===== src/rtl/frame_buf_index_ctrl.sv =====
`default_nettype none
// +----------------------------------------------------------------------------+
// | frame_buf_index_ctrl: N-buffer write/read index rotation for frame DMA.    |
// | Rev 1.0                                                                    |
// +----------------------------------------------------------------------------+
module frame_buf_index_ctrl #(
  parameter int unsigned BUF_NUM = 3,
  parameter int unsigned IDX_W   = 2,
  parameter bit          VS_POL  = 1'b1,
  parameter int unsigned CNT_W   = 8
) (
  input  logic             pclk,
  input  logic             rst,
  input  logic             hdmi_vsync,
  output logic             write_req,
  input  logic             write_req_ack,
  input  logic             write_done,
  output logic [IDX_W-1:0] write_addr_index,
  input  logic             rd_frame_start,
  output logic [IDX_W-1:0] read_addr_index,
  output logic             read_valid,
  output logic [CNT_W-1:0] drop_cnt
);

  localparam logic c_VS_INACT = ~VS_POL;

  typedef enum logic [1:0] {
    ST_IDLE    = 2'd0,
    ST_REQ     = 2'd1,
    ST_WRITING = 2'd2
  } state_t;

  state_t           r_state, w_state_nxt;
  logic             r_vs_d0, r_vs_d1;
  logic             r_write_req, w_req_nxt;
  logic [IDX_W-1:0] r_wr_idx, w_wr_idx_nxt;
  logic [IDX_W-1:0] r_rd_idx;
  logic [IDX_W-1:0] r_last_done;
  logic             r_done_valid;
  logic             r_read_valid;
  logic [CNT_W-1:0] r_drop_cnt;

  logic             w_vs_edge;
  logic             w_publish;
  logic             w_drop;
  logic [IDX_W-1:0] w_excl_last;
  logic [IDX_W-1:0] w_cand [3];
  logic [IDX_W-1:0] w_sel;

  function automatic logic [IDX_W-1:0] f_cand(input logic [IDX_W-1:0] base,
                                              input logic [31:0] step);
    logic [31:0] v;
    v = 32'(base) + step;
    if (v >= BUF_NUM) v = v - BUF_NUM;
    return v[IDX_W-1:0];
  endfunction

  assign w_vs_edge = (r_vs_d0 == VS_POL) && (r_vs_d1 != VS_POL);

  // A frame finishing this cycle is already the newest one for selection.
  assign w_excl_last = (r_state == ST_WRITING && write_done) ? r_wr_idx : r_last_done;

  always_comb begin
    for (int k = 0; k < 3; k++) begin
      w_cand[k] = f_cand(r_wr_idx, 32'(k + 1));
    end
    if (w_cand[0] != r_rd_idx && w_cand[0] != w_excl_last)
      w_sel = w_cand[0];
    else if (w_cand[1] != r_rd_idx && w_cand[1] != w_excl_last)
      w_sel = w_cand[1];
    else
      w_sel = w_cand[2];
  end

  always_comb begin
    w_state_nxt  = r_state;
    w_req_nxt    = r_write_req;
    w_wr_idx_nxt = r_wr_idx;
    w_publish    = 1'b0;
    w_drop       = 1'b0;
    case (r_state)
      ST_IDLE: begin
        if (w_vs_edge) begin
          w_wr_idx_nxt = w_sel;
          w_req_nxt    = 1'b1;
          w_state_nxt  = ST_REQ;
        end
      end
      ST_REQ: begin
        w_drop = w_vs_edge;
        if (write_req_ack) begin
          w_req_nxt   = 1'b0;
          w_state_nxt = ST_WRITING;
        end
      end
      ST_WRITING: begin
        if (write_done) begin
          w_publish = 1'b1;
          if (w_vs_edge) begin
            w_wr_idx_nxt = w_sel;
            w_req_nxt    = 1'b1;
            w_state_nxt  = ST_REQ;
          end else begin
            w_state_nxt = ST_IDLE;
          end
        end else if (w_vs_edge) begin
          w_drop      = 1'b1;
          w_req_nxt   = 1'b1;
          w_state_nxt = ST_REQ;
        end
      end
      default: w_state_nxt = ST_IDLE;
    endcase
  end

  always_ff @(posedge pclk) begin
    if (rst) begin
      r_state      <= ST_IDLE;
      r_vs_d0      <= c_VS_INACT;
      r_vs_d1      <= c_VS_INACT;
      r_write_req  <= 1'b0;
      r_wr_idx     <= '0;
      r_rd_idx     <= '0;
      r_last_done  <= '0;
      r_done_valid <= 1'b0;
      r_read_valid <= 1'b0;
      r_drop_cnt   <= '0;
    end else begin
      r_vs_d0     <= hdmi_vsync;
      r_vs_d1     <= r_vs_d0;
      r_state     <= w_state_nxt;
      r_write_req <= w_req_nxt;
      r_wr_idx    <= w_wr_idx_nxt;
      if (w_publish) begin
        r_last_done  <= r_wr_idx;
        r_done_valid <= 1'b1;
      end
      if (w_drop && (r_drop_cnt != {CNT_W{1'b1}}))
        r_drop_cnt <= r_drop_cnt + {{(CNT_W-1){1'b0}}, 1'b1};
      if (rd_frame_start) begin
        if (w_publish) begin
          r_rd_idx     <= r_wr_idx;
          r_read_valid <= 1'b1;
        end else if (r_done_valid) begin
          r_rd_idx     <= r_last_done;
          r_read_valid <= 1'b1;
        end
      end
    end
  end

  assign write_req        = r_write_req;
  assign write_addr_index = r_wr_idx;
  assign read_addr_index  = r_rd_idx;
  assign read_valid       = r_read_valid;
  assign drop_cnt         = r_drop_cnt;

endmodule
`default_nettype wire


===== config.mk =====
export PLATFORM = sky130hd
export DESIGN_NAME = frame_buf_index_ctrl
export DESIGN_NICKNAME = d
export VERILOG_FILES = /design/src/rtl/frame_buf_index_ctrl.sv
export SDC_FILE = /design/constraint.sdc
export NUM_CORES = 1
export LEC_CHECK = 0
export CELL_PAD_IN_SITES_DETAIL_PLACEMENT = 0
export CELL_PAD_IN_SITES_GLOBAL_PLACEMENT = 1
export CORE_ASPECT_RATIO = 0.8
export CORE_MARGIN = 2
export CORE_UTILIZATION = 36
export DETAILED_ROUTE_END_ITERATION = 6
export PLACE_DENSITY = 0.83
export SLEW_MARGIN = 20
export SYNTH_ARGS = -nofsm -noshare
export SYNTH_HDL_FRONTEND = slang
export SYNTH_SLANG_ARGS = --single-unit

===== constraint.sdc =====
create_clock -name pclk -period 1.89 [get_ports pclk]
set_clock_uncertainty 0.1 [all_clocks]
set_input_delay 0.189 -clock pclk [delete_from_list [all_inputs] [get_ports pclk]]
set_output_delay 0.189 -clock pclk [all_outputs]
set_load 0.01 [all_outputs]

==> qor.yml, run 1 <==
yosys:
  synth_top_area_share_pct: 31.1
  synth-xor-area-share_pct: 7.13
  synthCells: 153
  yosys.area.top_type: "dfxtp_1"
  synth.distinct_cells: 49
  synth-seq-area-share_pct: 31.1
  synthMuxAreaShare_pct: 1.48
  synth_top_family_by_area: "compound AO/OA/AOI/OAI gates"
  syn_avg_cell_area_um2: 8.83
  synth-async-reset-ratio_pct: 0
  ys.flop_type: "dfxtp_1"
  synth_simple_gate_area_share_pct: 20.0
  synth_seq_cells: 21
  synth_area_leaders: "dfxtp_1 31%, ha_1 7.4%, nor2_1 6.4%, xnor2_1 5.8%, a2111oi_4 4.1%"
  netlist_area_mm2: 0.00135
  syn-num-nets: 167
  synth_edf_count: 0
  ys_warn_count: 0
  synthAdderAreaFrac_pct: 7.41
  synth-compound-area-share_pct: 27.5
setup_path:
  start_kind: "flip-flop"
  crit_type: "reg2reg"
  rr_startpoint: "write_addr_index[1]"
  reg2reg_depth: 7
  crit_fanout: 6
  cp.required_ns: 1.97
  startpoint: "write_addr_index[1]"
  end_kind: "flip-flop"
  worstPathArrival_ns: 1.96
clock_network:
  cts_max_path_buffers: 2
  cts_sinks: 21
  clkTransAtPathRegs_ns: 0.09
  h-tree-depth: 1
  cts_inserted_buffers: 3
  clockRootBuffer: "clkbuf_8"
  cts_tree: "built"
  insertion_delay_ns: 0.27
floorplanning:
  fp.dieW_um: 72.5
  floorplan.initialDensity_pct: 38.4
  rows: 19
  core_mm2: 0.00352
  dieArea_mm2: 0.00426
  pin_count: 20
  die_h_um: 58.8
cells_and_area:
  final_cell_mix: "22 x nor2_1, 18 x clkdlybuf4s50_1, 18 x buf_4"
  layout-drive-gt1-share_pct: 28.6
  fin_util_pct: 53.4
  layout_commonest_cell: "nor2_1"
  diodes: 0
  area_growth_pct: 39.2
  fin_nets: 204
detailed_routing:
  totalWireLength_um: 3410
  dr.pass1.iters: 5
  wl_per_cell_um: 14.8
  first_iter_violations: 62
  drc: 0
  ant_nets: 0
  viasPerCell: 5.43
  dr_total_vias: 1254
place:
  dp_hpwl_um: 2540
  port_buffers: 19
  gp_congestion: 0.922
timing:
  timing.fmax_mhz: 532
  whs_ns: 0.352
  tns_ns: 0
  rsz0062_at_grt: "true"
  drv_slew: 0
  setup_viol: 0
  worst_pin_slew_ns: 0.383
  hold_viol: 0
  slew_headroom_pct: 74.2
  timing.final.crit_period_ns: 1.88
  fin_crit_sh_pct: 99.5
grt:
  grt_max_degree: 12
  grt_pass1_wl_um: 5630
  overflow: 0
  grt_usage_pct: 16.7
  grt_antenna_before_repair: 0
  grt_pass1_vias: 1186
hold_path:
  hp-start: "read_valid"
  hold_path.class: "reg2reg"
  hold_depth: 2
pwr:
  switching_share_pct: 36.3
  irDropWorstVdd_mv: 0.527
  clock_power_share_pct: 19.9
  leakage_nw: 0.665
  p_int_mw: 0.971
  seqPwrFrac_pct: 31.8
  combPwrFrac_pct: 48.3
  switching_power_mw: 0.553
  p_per_area_mw_per_mm2: 810
flow_run:
  cap_violations: 0
outcome:
  outcome: "completed"
what timing repair did:
action,4_1_cts,5_1_grt
setup endpoints to repair,8,4
resized for setup,11,15
buffers inserted,0,2
pin swaps,3,11
hold buffers,0,0
power groups by stage:
stage / sequential (mW) / clock [mW] / combinational [mW]
finish: 0.485 / 0.303 / 0.736
global route: 0.489 / 0.324 / 0.800
CTS: 0.484 / 0.310 / 0.664
detailed placement: 0.492 / 0 / 0.620
global placement: 0.494 / 0 / 0.615
floorplan: 0.513 / 0 / 0.378
path summary, 6_finish.rpt:
check	end	slack (ns)
worst max-delay path	write_addr_index[0]	0.009
worst min-delay path	read_valid	0.35
worst max register to register	write_addr_index[0]	0.009
worst min register to register	read_valid	0.35
per-layer routing:
metal | vias up | wire (um) | GRT usage [%]
met3 | 2 | 189 | 3.77
met5 | - | 0 | 0
met1 | 600 | 1680 | 24.3
met4 | 0 | 18 | 3.44
li1 | 620 | - | -
met2 | 32 | 1520 | 25.6
critical path, stage by stage (launching register included):
cell      delay, ns
dfxtp_2        0.33
buf_4          0.15
ha_1           0.27
xor2_1         0.18
nor2_1         0.19
nor2_1         0.08
a22o_1         0.25
a311oi_2       0.24
flip-flops by register name, indices dropped and copies added, names as in the netlist:
signal and flops:
r_vs_d1 1, drop_cnt 8, read_valid 1, read_addr_index 2, r_state 2, write_req 1
r_vs_d0 1, write_addr_index 2, r_last_done 2, r_done_valid 1
logic make-up (layout without fill, tap and decap cells):
logic type | Yosys count | count (layout)
simple gates | 53 | 53
buf+inv | 15 | 51
mux | 2 | 2
xor+xnor | 11 | 11
compound gates | 43 | 43
flops | 21 | 21
fa+ha+maj | 8 | 8
cells in the mapped netlist, types with 3 or more instances:
cell type	number
nor2_1	23
dfxtp_1	21
inv_1	10
xnor2_1	9
a21oi_1	8
ha_1	8
o21ai_0	5
nand2_1	4
nor3_1	4
a21boi_0	3
nand3_1	3
nor2b_1	3
o211ai_1	3
final cells by class:
cell class	instances	area, um^2
tap	42	52.6
sequential	21	425
clock buffer	4	45.0
inverter	10	37.5
timing repair buffer	37	324
fill	327	1640
multi-input combinational	117	996
metrics by stage:
step                cells  setup WS, ns  instance area [um^2]  power (mW)
detailed placement    225        -0.269                  1700        1.11
global route          231       -0.0710                  1880        1.61
floorplan             153      0.000164                  1380       0.891
finish                231       0.00926                  1880        1.52
global placement      225        -0.155                  1700        1.11
CTS                   229       0.00400                  1790        1.46
Power figures use the tool's default switching activity.
==> inputs of run 2 (changes only) <==
--- a/config.mk
+++ b/config.mk
@@ -8,7 +8,7 @@
 export CELL_PAD_IN_SITES_DETAIL_PLACEMENT = 0
 export CELL_PAD_IN_SITES_GLOBAL_PLACEMENT = 1
 export CORE_ASPECT_RATIO = 0.8
-export CORE_MARGIN = 2
+export CORE_MARGIN = 3
 export CORE_UTILIZATION = 36
 export DETAILED_ROUTE_END_ITERATION = 6
 export PLACE_DENSITY = 0.83
==> qor.yml, run 2 (synthesis results as in run 1) <==
timing:
  worst_slack_ns: -0.00864
  drv_slew: 0
  whs_ns: 0.355
  hold_viol: 0
  rsz0062_at_grt: "true"
  slew_headroom_pct: 75.3
  timing.final.crit_period_ns: 1.90
  timing.fmax_mhz: 527
  setup_viol: 1
  fin_crit_sh_pct: 100
  tns_ns: -0.00864
  worst_pin_slew_ns: 0.370
pwr:
  irDropWorstVdd_mv: 0.414
  p_per_area_mw_per_mm2: 816
  switching_power_mw: 0.556
  p_int_mw: 0.981
  leakage_nw: 0.656
  clock_power_share_pct: 19.4
  switching_share_pct: 36.2
  power_mw: 1.54
  combPwrFrac_pct: 49.4
  seqPwrFrac_pct: 31.2
outcome:
  violations: "setup timing"
  outcome: "complete, but fails checks"
setup_path:
  cpLargestDelayFamily: "compound AO/OA/AOI/OAI gates"
  start_kind: "flip-flop"
  end_kind: "flip-flop"
  crit_buf_inv: 1
  path_cells: "inv_2, ha_4, and3_4, o21a_4, o41a_1, a311oi_2"
  slowest_delay_ns: 0.41
  crit_slowest_cell: "o41a_1"
  crit_fanout: 11
  crit_type: "reg2reg"
  cp.required_ns: 1.96
  worstPathArrival_ns: 1.97
detailed_routing:
  wl_per_cell_um: 14.5
  viasPerCell: 5.34
  routed.top_layer: "met4"
  ant_nets: 0
  totalWireLength_um: 3310
  dr.pass1.iters: 5
  wl_met2_um: 1450
  dr_total_vias: 1222
  wl_met3_um: 73
  drt-met1-wl_um: 1730
  first_iter_violations: 84
  drc: 0
flow_run:
  cap_violations: 0
floorplanning:
  rows: 19
  core_mm2: 0.00352
  floorplan.initialDensity_pct: 38.4
  die_h_um: 60.8
  pin_count: 20
  dieArea_mm2: 0.00453
  fp.dieW_um: 74.5
cells_and_area:
  final_cell_mix: "21 x nor2_1, 18 x clkdlybuf4s50_1, 17 x dfxtp_1"
  fin_util_pct: 53.5
  final_area_mm2: 0.00188
  area_growth_pct: 39.4
  fin_nets: 202
  finalNonFillerCells: 229
  diodes: 0
  largest_reg_flops: 8
  layout_commonest_cell: "nor2_1"
  layout-drive-gt1-share_pct: 28.9
place:
  dp_slack_ns: -0.307
  port_buffers: 19
  place_inst: 225
  gp_congestion: 0.907
  postPlaceCellArea_mm2: 0.00170
  dp_hpwl_um: 2380
clock_network:
  cts_max_path_buffers: 2
  cts_tree: "built"
  holdBufCountCts: 0
  clockRootBuffer: "clkbuf_8"
  insertion_delay_ns: 0.26
  cts_inserted_buffers: 3
  h-tree-depth: 1
  cts_sinks: 21
  clkTransAtPathRegs_ns: 0.08
grt:
  grt_usage_pct: 15.5
  grt_max_degree: 17
  grt_pass1_wl_um: 5350
  grt_antenna_before_repair: 0
  grt_pass1_vias: 1147
  overflow: 0
hold_path:
  hold_path.class: "reg2reg"
[run 2: changes by cell type in the layout (fill, tap and decap cells not counted), sizes merged]
cell and change:
buf -2, dlygate4sd2 -1, dlymetal6s2s +1
[run 2: cell type report]
cell class                 instances  area [um^2]
sequential                        21          425
timing repair buffer              35          313
tap                               42         52.6
multi-input combinational        117         1010
inverter                          10         37.5
fill                             338         1640
clock buffer                       4         45.0
[run 2: worst paths after layout]
check             start                   to  slack [ns]  depth (start not counted)
max          r_state[0]  write_addr_index[0]      -0.009                          6
min          read_valid           read_valid        0.35                          2
max reg2reg  r_state[0]  write_addr_index[0]      -0.009                          6
min reg2reg  read_valid           read_valid        0.35                          2
[run 2: metal layers]
layer	vias to the layer above	GRT usage (%)
li1	617	-
met2	22	22.3
met4	0	6.09
met1	578	22.9
met3	5	2.48
met5	-	0
[run 2: repair_timing]
item | 4_1_cts | 5_1_grt
cloned | 0 | 0
pin swaps | 4 | 6
endpoints found under the hold margin | 0 | 0
endpoints found under the setup margin | 6 | 6
resized for setup | 11 | 13
setup buffers | 0 | 0
[run 2: power groups by stage]
stage               registers [mW]  clock network, mW  logic, mW
finish                       0.480              0.298      0.759
detailed placement           0.491                  0      0.614
global placement             0.490                  0      0.603
floorplan                    0.513                  0      0.378
CTS                          0.481              0.313      0.684
global route                 0.485              0.325      0.818
[run 2: worst reg2reg max path, cell delays in order (launching register included)]
cell and delay, ns:
dfxtp_2 0.34, inv_2 0.05, ha_4 0.20, and3_4 0.22
o21a_4 0.21, o41a_1 0.41, a311oi_2 0.29
